==> config.mk <==
export PLATFORM = sky130hd
export DESIGN_NAME = ps2_rx_fifo
export DESIGN_NICKNAME = d
export VERILOG_FILES = /design/src/rtl/ps2_pkg.sv /design/src/rtl/ps2_edge_sync.sv /design/src/rtl/ps2_rx_fifo.sv
export SDC_FILE = /design/constraint.sdc
export NUM_CORES = 1
export LEC_CHECK = 0
export BUFFER_PORTS_ARGS = -buffer_cell sky130_fd_sc_hd__buf_2
export CAP_MARGIN = 20
export CORE_ASPECT_RATIO = 1.75
export CORE_MARGIN = 1.5
export CORE_UTILIZATION = 30
export CTS_CLUSTER_SIZE = 8
export DETAILED_ROUTE_END_ITERATION = 6
export PLACE_DENSITY_LB_ADDON = 0.15
export SYNTH_ARGS = -nofsm -noshare
export SYNTH_HDL_FRONTEND = slang
export SYNTH_SLANG_ARGS = --single-unit
==> constraint.sdc <==
create_clock -name clk -period 3.05 [get_ports clk]
set_input_delay 0.7625 -clock clk [delete_from_list [all_inputs] [get_ports clk]]
set_output_delay 0.7625 -clock clk [all_outputs]
set_load 0.05 [all_outputs]
==> src/rtl/ps2_pkg.sv <==
// Shared constants and types for the PS/2 keyboard receive path.
package ps2_pkg;

  localparam logic [7:0] PS2_EXT_CODE  = 8'hE0;
  localparam logic [7:0] PS2_BRK_CODE  = 8'hF0;
  localparam int         PS2_DATA_BITS = 8;

  typedef enum logic [1:0] {IDLE, DATA, PARITY, STOP} ps2_state_e;

  typedef struct packed {
    logic       ext;
    logic       brk;
    logic [7:0] code;
  } ps2_entry_t;

endpackage

==> src/rtl/ps2_edge_sync.sv <==
// Brings the raw PS/2 clock/data lines into the clk domain and produces a
// one-cycle strobe on each PS/2 clock falling edge, with data aligned to it.
module ps2_edge_sync #(
  parameter int SYNC_STAGES = 2
) (
  input  logic clk,
  input  logic reset1,
  input  logic kb_clk1,
  input  logic kb_data1,
  output logic fall,
  output logic data
);

  logic [SYNC_STAGES-1:0] clk_sync;
  logic [SYNC_STAGES-1:0] data_sync;
  logic                   clk_prev;

  // Lines idle high, so the chain resets to 1 to avoid a spurious edge.
  always_ff @(posedge clk) begin
    if (reset1) begin
      clk_sync  <= '1;
      data_sync <= '1;
      clk_prev  <= 1'b1;
      fall      <= 1'b0;
      data      <= 1'b1;
    end else begin
      clk_sync  <= {clk_sync[SYNC_STAGES-2:0], kb_clk1};
      data_sync <= {data_sync[SYNC_STAGES-2:0], kb_data1};
      clk_prev  <= clk_sync[SYNC_STAGES-1];
      fall      <= clk_prev & ~clk_sync[SYNC_STAGES-1];
      data      <= data_sync[SYNC_STAGES-1];
    end
  end

endmodule

==> src/rtl/ps2_rx_fifo.sv <==
// PS/2 keyboard receiver: frames 11-bit packets, folds E0/F0 prefixes into
// flags and queues scancodes in a FIFO. Define PS2_PARITY_CHECK_EN to reject odd-parity failures.
module ps2_rx_fifo
  import ps2_pkg::*;
#(
  parameter int FIFO_DEPTH  = 8,
  parameter int SYNC_STAGES = 2,
  parameter int TIMEOUT_CYC = 100000
) (
  input  logic       clk,
  input  logic       reset1,
  input  logic       kb_clk1,
  input  logic       kb_data1,
  output logic [7:0] code_o,
  output logic       ext_o,
  output logic       brk_o,
  output logic       code_valid_o,
  input  logic       code_ready_i,
  output logic       frame_err_o,
  output logic       parity_err_o,
  output logic       overflow_o,
  output logic [7:0] display_o
);

  localparam int AW = $clog2(FIFO_DEPTH);
  localparam int TW = $clog2(TIMEOUT_CYC + 1);

  logic             fall;
  logic             rx_data;
  ps2_state_e       state_q, state_d;
  logic [2:0]       bit_cnt_q, bit_cnt_d;
  logic [7:0]       shift_q, shift_d;
  logic             par_q, par_d;
  logic [TW-1:0]    tmo_q, tmo_d;
  logic             frame_err_d;
  logic             byte_stb_q, byte_stb_d;
  logic             byte_bad_q, byte_bad_d;
  logic             ext_pend, brk_pend;
  logic [AW:0]      wr_ptr, rd_ptr, wr_next, rd_next;
  ps2_entry_t       mem [FIFO_DEPTH];
  ps2_entry_t       new_entry, head_next;
  logic             push_req, push_ok, pop, full, valid_next;

  ps2_edge_sync #(.SYNC_STAGES(SYNC_STAGES)) u_sync (
    .clk      (clk),
    .reset1   (reset1),
    .kb_clk1  (kb_clk1),
    .kb_data1 (kb_data1),
    .fall     (fall),
    .data     (rx_data)
  );

`ifdef PS2_PARITY_CHECK_EN
  localparam bit PAR_CHECK = 1'b1;
  logic par_err_q;
  always_ff @(posedge clk) begin
    if (reset1) par_err_q <= 1'b0;
    else        par_err_q <= byte_stb_d & byte_bad_d;
  end
  assign parity_err_o = par_err_q;
`else
  localparam bit PAR_CHECK = 1'b0;
  assign parity_err_o = 1'b0;
`endif

  // Frame FSM; the watchdog only runs while a frame is in progress.
  always_comb begin
    state_d     = state_q;
    bit_cnt_d   = bit_cnt_q;
    shift_d     = shift_q;
    par_d       = par_q;
    tmo_d       = tmo_q;
    frame_err_d = 1'b0;
    byte_stb_d  = 1'b0;
    byte_bad_d  = 1'b0;
    if (fall) begin
      tmo_d = '0;
      unique case (state_q)
        IDLE: begin
          if (!rx_data) begin
            state_d   = DATA;
            bit_cnt_d = '0;
          end else begin
            frame_err_d = 1'b1;
          end
        end
        DATA: begin
          shift_d   = {rx_data, shift_q[7:1]};
          bit_cnt_d = bit_cnt_q + 3'd1;
          if (bit_cnt_q == 3'(PS2_DATA_BITS - 1)) state_d = PARITY;
        end
        PARITY: begin
          par_d   = rx_data;
          state_d = STOP;
        end
        STOP: begin
          state_d = IDLE;
          if (!rx_data) begin
            frame_err_d = 1'b1;
          end else begin
            byte_stb_d = 1'b1;
            byte_bad_d = PAR_CHECK & ~(^{shift_q, par_q});
          end
        end
      endcase
    end else if (state_q != IDLE) begin
      if (tmo_q == TW'(TIMEOUT_CYC - 1)) begin
        state_d     = IDLE;
        tmo_d       = '0;
        frame_err_d = 1'b1;
      end else begin
        tmo_d = tmo_q + 1'b1;
      end
    end
  end

  always_ff @(posedge clk) begin
    if (reset1) begin
      state_q     <= IDLE;
      bit_cnt_q   <= '0;
      shift_q     <= '0;
      par_q       <= 1'b0;
      tmo_q       <= '0;
      frame_err_o <= 1'b0;
      byte_stb_q  <= 1'b0;
      byte_bad_q  <= 1'b0;
    end else begin
      state_q     <= state_d;
      bit_cnt_q   <= bit_cnt_d;
      shift_q     <= shift_d;
      par_q       <= par_d;
      tmo_q       <= tmo_d;
      frame_err_o <= frame_err_d;
      byte_stb_q  <= byte_stb_d;
      byte_bad_q  <= byte_bad_d;
    end
  end

  assign push_req  = byte_stb_q & ~byte_bad_q &
                     (shift_q != PS2_EXT_CODE) & (shift_q != PS2_BRK_CODE);
  assign pop       = code_valid_o & code_ready_i;
  assign full      = (wr_ptr[AW] != rd_ptr[AW]) && (wr_ptr[AW-1:0] == rd_ptr[AW-1:0]);
  assign push_ok   = push_req & (~full | pop);
  assign wr_next   = wr_ptr + {{AW{1'b0}}, push_ok};
  assign rd_next   = rd_ptr + {{AW{1'b0}}, pop};
  assign valid_next = (wr_next != rd_next);
  assign new_entry = '{ext: ext_pend, brk: brk_pend, code: shift_q};
  // A push landing exactly at the next head slot is forwarded straight out.
  assign head_next = (push_ok && (wr_ptr[AW-1:0] == rd_next[AW-1:0])) ?
                     new_entry : mem[rd_next[AW-1:0]];

  always_ff @(posedge clk) begin
    if (push_ok) mem[wr_ptr[AW-1:0]] <= new_entry;
  end

  always_ff @(posedge clk) begin
    if (reset1) begin
      ext_pend     <= 1'b0;
      brk_pend     <= 1'b0;
      wr_ptr       <= '0;
      rd_ptr       <= '0;
      code_valid_o <= 1'b0;
      code_o       <= '0;
      ext_o        <= 1'b0;
      brk_o        <= 1'b0;
      overflow_o   <= 1'b0;
      display_o    <= '0;
    end else begin
      if (byte_stb_q) begin
        if (byte_bad_q) begin
          ext_pend <= 1'b0;
          brk_pend <= 1'b0;
        end else if (shift_q == PS2_EXT_CODE) begin
          ext_pend <= 1'b1;
        end else if (shift_q == PS2_BRK_CODE) begin
          brk_pend <= 1'b1;
        end else begin
          ext_pend  <= 1'b0;
          brk_pend  <= 1'b0;
          display_o <= shift_q;
          if (!push_ok) overflow_o <= 1'b1;
        end
      end
      wr_ptr       <= wr_next;
      rd_ptr       <= rd_next;
      code_valid_o <= valid_next;
      {ext_o, brk_o, code_o} <= valid_next ? head_next : '0;
    end
  end

endmodule

# Yosys cells after proc, flatten, opt, wreduce, memory -nomap -nowiden
# Memory sizes are Yosys's and may differ from the RTL's. A register that Yosys moved wholly into a read port is not among the register bits.
# Cells that the tools add are included.
dict set report word_totals {
  reg_bits 59
  ram_bits 80
  inputBits 5
  out_inout_bits 22
  memories 1
}
dict set report op_classes {
  n_addsub 4
  n_eq_ne 16
  n_mux 21
  bitwise_logic 14
  reduce_logical 16
}
# name depth width read_ports rd_ports_with_merged_regs wr line
set memory_table {}
lappend memory_table {mem 8 10 1 1 1 ps2_rx_fifo.sv:40} ;# ps2_entry_t mem [FIFO_DEPTH];
# op n
set ops {}
lappend ops {{$add 17x1->17 const B} 1}
lappend ops {{$eq 17x17->1 const B} 1}
lappend ops {{$mux 17} 1}
lappend ops {{$eq 8x8->1 const B} 2}
lappend ops {{$ne 8x8->1 const B} 2}
lappend ops {{$mux 1} 11}
lappend ops {{$mux 2} 5}
lappend ops {{$add 4x1->4} 2}
lappend ops {{$not 1->1} 8}
lappend ops {{$pmux 2 s4} 1}
lappend ops {{$reduce_and 4->1} 2}
lappend ops {{$reduce_bool 2->1} 4}
lappend ops {{$ne 3x3->1 const B} 2}
lappend ops {{$pmux 3 s2} 1}
lappend ops {{$reduce_and 2->1} 3}
lappend ops {{$reduce_and 3->1} 2}
lappend ops {{$and 1x1->1} 5}
lappend ops {{$eq 2x2->1 const B} 2}
lappend ops {{$ne 2x2->1 const B} 2}
lappend ops {{$ne 4x4->1} 1}
lappend ops {{$reduce_or 2->1} 2}
lappend ops {{$add 3x1->3 const B} 1}
lappend ops {{$eq 3x3->1} 1}
lappend ops {{$eq 3x3->1 const B} 1}
lappend ops {{other kinds (8)} 8}

# Logic depth before layout (Yosys ltp)
# Gate-level depths: netlist of run 1.
dict set report depth {
  depth_word 9
  ltp_mapped 12
  depth_no_buf 10
}

# Hierarchy
# From an unflattened synthesis of run 1, not the netlist that was laid out.
dict set report hier_totals {
  hier_cells 446
  area_unflattened_um2 5985.7
}
# module instances cells_per_inst area_per_inst_um2 seq_area_each_um2
set by_module_without_submodules {}
lappend by_module_without_submodules {ps2_rx_fifo 1 432 5800.6 3643.5}
lappend by_module_without_submodules {ps2_edge_sync 1 14 185.2 140.1}

# Worst setup path before layout of run 1
# No wires, ideal clock.
dict set report synth_path {
  path_type {input to register}
  start {in code_ready_i}
  end {mem mem[4][0] (netlist bit), enable pin}
  setup_time_ps 407
  arrival_time_ps 2369
  required_time_ps 2643
  path_slack_ps 274
  path_stages 4
  path_buffers 0
  cell_sequence {and2_1 nand2b_1 o21ai_1 nor4b_1}
}
dict set report synth_between {
  elab_chain_len 5
}
# element line
set synth_lines {}
lappend synth_lines {{start, declared} ps2_rx_fifo.sv:18} ;# input logic code_ready_i,
lappend synth_lines {{$and 1x1->1} ps2_rx_fifo.sv:141} ;# assign pop = code_valid_o & code_ready_i;
lappend synth_lines {{$or 1x1->1} ps2_rx_fifo.sv:143} ;# assign push_ok = push_req & (~full | pop);
lappend synth_lines {{$and 1x1->1} ps2_rx_fifo.sv:143}
lappend synth_lines {{$mux 1} ps2_rx_fifo.sv:153} ;# if (push_ok) mem[wr_ptr[AW-1:0]] <= new_entry;
lappend synth_lines {{$mux 1 (not written as such)} ps2_rx_fifo.sv:153}
lappend synth_lines {{end, declared} ps2_rx_fifo.sv:40}
# No other way between the ends.

# Final worst setup path of run 1
dict set report layout_path {
  start {reg shift_q[5]}
  end {reg code_o[3]}
}
dict set report layout_between {
  elab_chain_len 8
}
# element line
set layout_lines {}
lappend layout_lines {{start, declared} ps2_rx_fifo.sv:32} ;# logic [7:0] shift_q, shift_d;
lappend layout_lines {{start signal, assigned} ps2_rx_fifo.sv:130} ;# shift_q <= shift_d;
lappend layout_lines {{$ne 8x8->1} ps2_rx_fifo.sv:140} ;# (shift_q != PS2_EXT_CODE) & (shift_q != PS2_BRK_CODE);
lappend layout_lines {{$and 1x1->1} ps2_rx_fifo.sv:139} ;# assign push_req = byte_stb_q & ~byte_bad_q &
lappend layout_lines {{$and 1x1->1 *} ps2_rx_fifo.sv:140}
lappend layout_lines {{$and 1x1->1 *} ps2_rx_fifo.sv:143}
lappend layout_lines {{$add 4x1->4 *} ps2_rx_fifo.sv:144} ;# assign wr_next = wr_ptr + {{AW{1'b0}}, push_ok};
lappend layout_lines {{$ne 4x4->1 *} ps2_rx_fifo.sv:146} ;# assign valid_next = (wr_next != rd_next);
lappend layout_lines {{$not 1->1 (no source line) *} n/a}
lappend layout_lines {{$reduce_or 2->1 (no source line) *} n/a}
lappend layout_lines {{end signal, assigned} ps2_rx_fifo.sv:187} ;# {ext_o, brk_o, code_o} <= valid_next ? head_next : '0;
lappend layout_lines {{end, declared} ps2_rx_fifo.sv:14} ;# output logic [7:0] code_o,
# Mark *: on every way between the ends. The rest lies on a longest branch, timed or not.
# A chain may end at the register's enable or synchronous reset.

==> results of run 1 <==
[cells in the mapped netlist (all sizes together), types with 2 or more instances]
master  count  area, sq um
edfxtp     80         2400
dfxtp      69         1380
nand2      58          225
nor2       39          146
nand3      26          130
xnor2      22          193
mux4       20          450
a21oi      19         95.1
buf        17          119
ha         11          138
inv        11         41.3
nor3       11         60.1
clkbuf     10         37.5
o211a      10          100
xor2        9         78.8
or2         7         43.8
nor2b       4         25.0
nor4b       3         26.3
o21ai       3         15.0
a32oi       2         17.5
and2        2         12.5
mux2i       2         20.0
nor3b       2         15.0
nor4bb      2         26.3
o211ai      2         15.0
or3         2         12.5
or4         2         18.8
[stage by stage]
stage / cells / setup slack (ns)
3_3_place_gp: 731 / 0.326
6_report: 763 / 0.480
5_1_grt: 763 / 0.201
2_1_floorplan: 461 / 0.274
3_5_place_dp: 731 / 0.295
4_1_cts: 763 / 0.413
[state kept, by name, summed over array words and instances (netlist names), 2 cells and up]
| register | count |
|---|---|
| bit_cnt_q | 3 |
| code_o | 8 |
| display_o | 8 |
| mem | 80 |
| rd_ptr | 4 |
| shift_q | 8 |
| state_q | 2 |
| tmo_q | 17 |
| u_sync.clk_sync | 2 |
| u_sync.data_sync | 2 |
| wr_ptr | 4 |
[report_power, final]
part | internal (mW) | switching (mW) | total, mW
combinational | 0.00697 | 0.0208 | 0.0277
sequential | 2.10 | 0.00116 | 2.10
clock | 1.20 | 0.837 | 2.04
total | 3.30 | 0.859 | 4.16
[critical path: cells and delay by family (launching register included)]
kind                     cells  cell delay (ns)
flip-flops                   1             0.33
AND/OR/NAND/NOR              1             0.41
buffers and inverters        2             0.26
XOR/XNOR                     2             0.36
adder cells (fa/ha/maj)      2             0.40
AO/OA/AOI/OAI                4             0.67
[final cells by class]
type | count | area, sq um
Tap cell | 245 | 307
Clock buffer | 20 | 468
Inverter | 11 | 41.3
Multi-Input combinational cell | 274 | 2030
Fill cell | 1897 | 12600
Timing Repair Buffer | 52 | 353
Clock inverter | 12 | 115
Sequential cell | 149 | 3780
[worst paths after layout]
kind | endpoint | slack [ns] | cells after the start
setup / recovery | code_o[3] | 0.48 | 11
hold reg to reg | u_sync.data | 0.41 | 1
hold / removal | u_sync.data | 0.41 | 1
setup reg to reg | code_o[3] | 0.48 | 11
[metal layers]
| layer | global-route usage [%] | up-vias | wire, microns |
|---|---|---|---|
| li1 | - | 1738 | - |
| met1 | 13.8 | 1782 | 5030 |
| met2 | 25.3 | 42 | 7290 |
| met3 | 3.70 | 13 | 306 |
| met4 | 5.54 | 0 | 245 |
| met5 | 0 | - | 0 |
[cells by family after synthesis]
family                     share of synthesized area, %
xor gates and xnor gates                           4.93
other                                            0.0626
muxes                                              7.85
and+or+nand+nor                                    13.3
AOI/OAI and AO/OA                                  5.10
buffers and inverters                              3.30
DFF                                                63.2
adders and majority gates                          2.30
[placed cells by master, fill, tap and decap left out, types with 3 or more instances in the layout]
cell / synthesis / layout
or2_2: 7 / 7
dfxtp_1: 69 / 69
xnor2_1: 22 / 22
clkinvlp_4: 0 / 3
xor2_1: 9 / 9
nand2_1: 57 / 57
nor2b_1: 4 / 4
nand3_1: 26 / 26
inv_6: 0 / 4
nor2_1: 39 / 39
o211a_1: 10 / 10
edfxtp_1: 80 / 80
clkbuf_16: 0 / 18
buf_2: 11 / 25
inv_1: 11 / 11
nor3_1: 10 / 10
a21oi_1: 19 / 19
mux4_2: 20 / 20
buf_4: 2 / 25
ha_1: 11 / 11
==> results.yml, run 1 <==
setup_path:
  cp_data_required_time_ns: 3.36
  slowest_stage: "nor4bb_2"
  timing.rr.start: "shift_q[5]"
  endpoint_kind: "flip-flop"
  critPathKind: "reg2reg"
  critical_path.startpoint: "shift_q[5]"
  worstPathArrival_ns: 2.88
  critPathMaxStageDelay_ns: 0.41
  crit_chain: "nor4bb_2, a31oi_2, o21ai_1, inv_1, ha_1, ha_1, xnor2_1, xnor2_1, a41oi_1, buf_4, o211a_1"
  cp-start-kind: "flip-flop"
  cp_max_fo: 11
die:
  die_area_sq_um: 20900
  fp.dieW_microns: 110
  rows: 68
  core_sq_um: 19700
  floorplan.initialDensity_pct: 30.5
  io-pin-count: 27
  die_h_microns: 190
sta:
  skew_ns: 0.0110
  fin_crit_sh_pct: 84.2
  setup_violations: 0
  whs_ns: 0.407
  hold_viol: 0
  rsz0062_at_grt: "false"
  slew_headroom_pct: 33.0
  min_period_ns: 2.57
  worst_slew_pin_slew_ns: 1.00
  slew_viol_final: 0
  fmax_mhz: 389
  setup_tns_ns: 0
route:
  wl_per_cell_microns: 16.9
  drt_first_pass_iters: 4
  ant_nets: 0
  viasPerCell: 4.69
  postRouteWirelength_mm: 12.9
  drc: 0
  num_vias: 3575
  drt_iter0_drc: 153
synthesis:
  syn-cell-area_sq_um: 5990
  synth_nets: 477
  netlist_instances: 461
  synth.avg_cell_area_sq_um: 13.0
  yosys_warnings: 0
  synth_edf_count: 80
  synth_flop_cell: "edfxtp_1"
  ys_seq_area_share_pct: 63.2
  synth_cell_types: 51
  ys_seq_elements: 149
  async_flop_share_pct: 0
power_and_ir_drop:
  vdd_drop_max_mv: 0.337
  pwr_density_cell_nw_per_um2: 587
  fin_total_pwr_mw: 4.16
  leakage_nw: 2.61
finish:
  final_core_util_pct: 36.1
  design_area_sq_um: 7090
  drive_above_1_share_pct: 23.0
  final_nets: 521
  antenna_cells: 0
  syn2layout_area_growth_pct: 18.4
clocking:
  cts.repair.resized: 0
  clk_latency_ns: 0.42
  cts_tree: "done"
  clock_path_buffers: 2
  cts_root_buffer: "clkbuf_16"
  cts_inserted_buffers: 17
  cts_setup_buffers: 0
  clk_pin_slew_ns: 0.06
  ctsHoldBuffers: 0
  cts.sinks: 149
  htreeDepth: 4
grt:
  first_global_vias: 3793
  grt_overflow: 0
  grt_max_degree: 24
  antenna_found_initial: 0
  grt_use_total_pct: 13.6
  grt_pass1_wl_mm: 20.6
job:
  max_cap_violations: 0
placement:
  hpwl_mm: 9.05
  numPortBuffers: 25
  dpl_cell_area_sq_um: 6510
  gp_congestion: 0.699
run_status:
  outcome: "finished, final reports clean"
hold_path:
  hp-class: "reg2reg"
  hold_start: "u_sync.data_sync[1]"
Note: power is estimated with default switching activity, not from simulation.
==> run 2: changes to the inputs <==
--- a/config.mk
+++ b/config.mk
@@ -5,6 +5,7 @@
 export SDC_FILE = /design/constraint.sdc
 export NUM_CORES = 1
 export LEC_CHECK = 0
+export ABC_AREA = 1
 export BUFFER_PORTS_ARGS = -buffer_cell sky130_fd_sc_hd__buf_2
 export CAP_MARGIN = 20
 export CORE_ASPECT_RATIO = 1.75
==> constraint.sdc (replaced) <==
create_clock -name clk -period 2.6 [get_ports clk]
set_input_delay 0.65 -clock clk [delete_from_list [all_inputs] [get_ports clk]]
set_output_delay 0.65 -clock clk [all_outputs]
set_load 0.05 [all_outputs]
==> results.yml, run 2 <==
run_status:
  outcome: "finished, final reports clean"
synthesis:
  yosysTopAreaCell: "edfxtp_1"
  ys_seq_area_share_pct: 58.3
  synth_cell_types: 38
  yosysMostFrequentCell: "nand2_1"
  async_flop_share_pct: 0
  synthTopCellsByCount: "181 x nand2_1, 124 x nor2_1, 80 x edfxtp_1"
  syn-cell-area_sq_um: 6490
  ys_seq_elements: 149
  synth.area.top_cells: "edfxtp_1 37%, dfxtp_1 21%, nand2_1 10%"
  yosys_warnings: 0
  synth_flop_cell: "edfxtp_1"
  synth.avg_cell_area_sq_um: 8.93
  synth_top_area_share_pct: 37.0
  synth_edf_count: 80
  synth_nets: 743
  netlist_instances: 727
route:
  drc: 0
  ant_nets: 0
  drt_first_pass_iters: 4
  drt_iter0_drc: 190
  num_vias: 4778
  wl_per_cell_microns: 15.1
  viasPerCell: 4.51
  postRouteWirelength_mm: 16.0
finish:
  syn2layout_area_growth_pct: 20.1
  layout_common_cells: "181 x nand2_1, 124 x nor2_1, 80 x edfxtp_1"
  num-fill-cells: 2166
  drive_above_1_share_pct: 18.4
  final_core_util_pct: 36.5
  largest_register_ffs: 80
  multi_input_area_sq_um: 2320
  regArea_sq_um: 3780
  final_nets: 808
  layout_commonest_cell: "nand2_1"
  antenna_cells: 0
sta:
  hold_viol: 0
  rsz0062_at_grt: "false"
  min_period_ns: 2.37
  fmax_mhz: 422
  skew_ns: 0.00714
  setup_violations: 0
  slew_headroom_pct: 61.9
  fin_crit_sh_pct: 91.2
  slew_viol_final: 0
  worst_slew_pin_slew_ns: 0.570
die:
  io-pin-count: 27
  die_area_sq_um: 22600
  die_h_microns: 198
  core_sq_um: 21300
  fp.dieW_microns: 114
  rows: 71
  floorplan.initialDensity_pct: 30.4
hold_path:
  hp-class: "in2reg"
clocking:
  clk_latency_ns: 0.42
  clk_pin_slew_ns: 0.06
  cts_inserted_buffers: 17
  cts_root_buffer: "clkbuf_16"
  cts_tree: "done"
  cts_setup_buffers: 0
  htreeDepth: 4
  cts.sinks: 149
  clock_path_buffers: 2
power_and_ir_drop:
  leakage_nw: 3.24
  vdd_drop_max_mv: 0.383
  pwr_density_cell_nw_per_um2: 641
  fin_total_pwr_mw: 5.00
setup_path:
  endpoint_kind: "flip-flop"
  worstSetupEndpoint: "code_o[4]"
  critical_path.startpoint: "shift_q[0]"
  reg2reg_depth: 18
  reg2reg_to: "code_o[4]"
  cp_data_required_time_ns: 2.91
  worstPathArrival_ns: 2.68
  cp-start-kind: "flip-flop"
  timing.rr.start: "shift_q[0]"
  r2r_slack_ns: 0.23
  cp_max_fo: 11
  critPathKind: "reg2reg"
grt:
  grt_max_degree: 34
  grt_use_total_pct: 15.6
  grt_overflow: 0
  grt_pass1_wl_mm: 26.1
  first_global_vias: 4952
  antenna_found_initial: 0
placement:
  hpwl_mm: 11.9
  gp_congestion: 0.810
  numPortBuffers: 25
job:
  max_cap_violations: 0
-- run 2: kinds of logic after synthesis --
kind of cell	Yosys count	synth area share (%)
buffers and inverters	90	5.98
DFF	149	58.3
adders and majority gates	11	2.12
AOI/OAI and AO/OA	80	6.36
other	1	0.0578
and+or+nand+nor	385	25.7
xor gates and xnor gates	11	1.48
-- run 2: what timing repair did --
item	CTS	global route
setup endpoints to repair	0	10
hold buffers	0	0
gates resized for setup	0	2
-- run 2: layout make-up --
type                       count  share of cell area, %
tap                          255                   4.10
sequential                   149                   48.6
timing repair buffer          69                   6.65
clock inverter                12                   1.98
multi-input combinational    488                   29.8
clock buffer                  19                   5.68
inverter                      67                   3.24
-- run 2: metal layers --
| metal | global-route usage [%] | part of all wire, % | vias to the layer above |
|---|---|---|---|
| li1 | - | - | 2462 |
| met1 | 15.5 | 38 | 2229 |
| met2 | 29.9 | 56 | 62 |
| met3 | 3.01 | 2.2 | 25 |
| met4 | 8.10 | 3.3 | 0 |
| met5 | 0 | 0 | - |
-- run 2: power by group --
group	internal, mW	leakage (nW)	switching [mW]
Combinational	0.00979	1.77	0.0286
Sequential	2.46	1.19	0.00149
Clock	1.53	0.286	0.969
-- run 2: worst min-delay path by stage --
stage | start | endpoint | cells after the start
floorplan | u_sync.clk_sync[0] | u_sync.clk_sync[1] | 1
global placement | u_sync.data_sync[1] | u_sync.data | 1
detailed placement | u_sync.data_sync[0] | u_sync.data_sync[1] | 1
CTS | kb_data1 | u_sync.data_sync[0] | 2
global route | kb_clk1 | u_sync.clk_sync[0] | 2
finish | kb_data1 | u_sync.data_sync[0] | 2
-- run 2: through the flow --
stage | hold slack, ns | std cells | cell area (sq um) | worst slack (ns) | TNS, ns
floorplan | 0.389 | 727 | 6490 | 0.192 | 0
global placement | 0.393 | 1028 | 7190 | -0.00628 | -0.0491
detailed placement | 0.398 | 1028 | 7190 | -0.0336 | -0.247
CTS | 0.387 | 1059 | 7790 | 0.150 | 0
global route | 0.393 | 1059 | 7790 | 0.0127 | 0
finish | 0.407 | 1059 | 7790 | 0.228 | 0
-- run 2: worst max-delay path: stages (launching register included) --
cell     delay, ns
dfxtp_1       0.31
inv_1         0.11
nand2_1       0.07
nor2_1        0.11
and2_2        0.22
nor2_8        0.05
inv_2         0.08
nor2_2        0.05
ha_1          0.19
ha_1          0.29
inv_1         0.08
nand2_1       0.05
a21oi_1       0.12
nand3_1       0.08
nor2_1        0.14
nor2_2        0.06
buf_12        0.16
nand2_1       0.05
nor2_1        0.04
==> run 3: changes to the inputs <==
--- a/config.mk
+++ b/config.mk
@@ -8,6 +8,8 @@
 export ABC_AREA = 1
 export BUFFER_PORTS_ARGS = -buffer_cell sky130_fd_sc_hd__buf_2
 export CAP_MARGIN = 20
+export CELL_PAD_IN_SITES_DETAIL_PLACEMENT = 1
+export CELL_PAD_IN_SITES_GLOBAL_PLACEMENT = 2
 export CORE_ASPECT_RATIO = 1.75
 export CORE_MARGIN = 1.5
 export CORE_UTILIZATION = 30
==> results.yml, run 3 (synthesis results as in run 2) <==
run_status:
  outcome: "finished, final reports clean"
hold_path:
  holdPathEnd: "u_sync.data_sync[1]"
  hp-class: "reg2reg"
  hold_start: "u_sync.data_sync[0]"
  holdPathStages: 1
sta:
  min_period_ns: 2.44
  slew_viol_final: 0
  worst_slew_pin_slew_ns: 0.554
  slew_headroom_pct: 62.8
  skew_ns: 0.0106
  rsz0062_at_grt: "false"
  fin_crit_sh_pct: 93.9
  setup_violations: 0
  fin_ws_ns: 0.159
  hold_viol: 0
  fmax_mhz: 410
finish:
  largest_register_ffs: 80
  antenna_cells: 0
  layout_common_cells: "181 x nand2_1, 123 x nor2_1, 80 x edfxtp_1"
  fin_cells: 1063
  final_core_util_pct: 36.5
  syn2layout_area_growth_pct: 20.0
  drive_above_1_share_pct: 18.6
  layout_commonest_cell: "nand2_1"
  num-fill-cells: 2507
  final_nets: 811
  design_area_sq_um: 7780
setup_path:
  r2r_slack_ns: 0.16
  timing.rr.start: "rd_ptr[0]"
  worstPathArrival_ns: 2.76
  reg2reg_to: "code_o[6]"
  critPathKind: "reg2reg"
  cp-start-kind: "flip-flop"
  cp_max_fo: 11
  endpoint_kind: "flip-flop"
  reg2reg_depth: 18
  cp_data_required_time_ns: 2.92
grt:
  grt_overflow: 0
  grt_max_degree: 41
  antenna_found_initial: 0
  first_global_vias: 5409
  grt_use_total_pct: 17.1
  grt_pass1_wl_mm: 28.4
route:
  drt_iter0_drc: 145
  postRouteWirelength_mm: 17.7
  wl_per_cell_microns: 16.6
  drc: 0
  ant_nets: 0
  num_vias: 5006
  viasPerCell: 4.71
  drt_first_pass_iters: 4
die:
  floorplan.initialDensity_pct: 30.4
  io-pin-count: 27
  die_h_microns: 198
  rows: 71
  core_sq_um: 21300
  fp.dieW_microns: 114
  die_area_sq_um: 22600
clocking:
  clk_pin_slew_ns: 0.06
  cts.sinks: 149
  clock_path_buffers: 2
  htreeDepth: 4
  cts_tree: "done"
  ctsHoldBuffers: 0
  cts_inserted_buffers: 17
  clk_latency_ns: 0.43
  cts_root_buffer: "clkbuf_16"
power_and_ir_drop:
  leakage_nw: 3.24
  p_sw_mw: 1.01
  fin_total_pwr_mw: 4.88
  clkPwrFrac_pct: 48.8
  vdd_drop_max_mv: 0.318
  p_sw_share_pct: 20.7
  combPwrFrac_pct: 0.8
  p_int_mw: 3.87
  seqPwrFrac_pct: 50.4
  pwr_density_cell_nw_per_um2: 627
placement:
  dpl_cell_area_sq_um: 7210
  numPortBuffers: 25
  pre_cts_ws_ns: -0.154
  gp_congestion: 0.815
  dp_cells: 1031
  hpwl_mm: 12.5
job:
  max_cap_violations: 0
## run 3: cell count changes in the layout (fill, tap and decap cells not counted)
cell	previous run	this run
clkbuf_8	1	0
inv_6	2	1
nor2_1	124	123
bufinv_16	3	2
clkinv_2	4	5
clkinv_1	0	2
and2_4	0	1
buf_4	39	42
dfxtp_2	1	0
clkinv_4	1	2
and2_2	1	0
dfxtp_1	68	69
nor2_2	11	12
## run 3: layer usage
layer | up-vias | track usage [%] | share of wire (%)
li1 | 2467 | - | -
met1 | 2465 | 16.4 | 37
met2 | 48 | 34.9 | 59
met3 | 26 | 3.01 | 2.0
met4 | 0 | 6.67 | 2.1
met5 | - | 0 | 0
## run 3: critical path, cell delays in order (launching register included)
cell and delay, ns:
dfxtp_1 0.42, inv_1 0.06, nand2_1 0.06, nand2_1 0.09, nor2_1 0.13, nand3_2 0.09, inv_1 0.09, nor2_2 0.05
ha_1 0.20, ha_1 0.30, inv_1 0.10, nand2_1 0.06, a21oi_1 0.13, nand3_1 0.09, nor2_1 0.14, nor2_2 0.06
buf_12 0.16, nand2_2 0.07, nor2_2 0.03
## run 3: worst max-delay path by stage
| stage | startpoint | end | slack (ns) | depth (start not counted) |
|---|---|---|---|---|
| 3_5_place_dp | code_ready_i | code_o[6] | -0.15 | 18 |
| 2_1_floorplan | code_ready_i | code_o[5] | 0.19 | 17 |
| 3_3_place_gp | code_ready_i | code_o[4] | -0.05 | 18 |
| 6_report | rd_ptr[0] | code_o[6] | 0.16 | 18 |
| 4_1_cts | shift_q[3] | code_o[6] | 0.07 | 18 |
| 5_1_grt | shift_q[4] | code_o[6] | 0.002 | 19 |
## run 3: what timing repair did
item	CTS	global route
gates resized for setup	0	3
buffers inserted	0	0
endpoints found under the setup margin	0	10
hold endpoints to repair	0	0
## run 3: power groups by stage
stage          combinational [mW]  sequential (mW)  clock (mW)
6_report                   0.0393             2.46        2.38
5_1_grt                    0.0458             2.46        2.52
4_1_cts                    0.0407             2.46        2.45
3_5_place_dp               0.0406             2.51           0
3_3_place_gp               0.0406             2.51           0
2_1_floorplan              0.0245             2.51           0
## run 3: area by class of cell
type                            count  area [sq um]  share of cell area, %
Multi-Input combinational cell    488          2320                   29.8
Inverter                           67           253                   3.25
Tap cell                          255           319                   4.10
Timing Repair Buffer               72           541                   6.94
Clock buffer                       18           429                   5.51
Sequential cell                   149          3780                   48.6
Clock inverter                     14           136                   1.75
## run 3: metrics by stage
step	hold WS [ns]	setup TNS, ns
6_report	0.406	0
5_1_grt	0.404	0
4_1_cts	0.388	0
3_5_place_dp	0.396	-1.55
3_3_place_gp	0.392	-0.403
2_1_floorplan	0.389	0
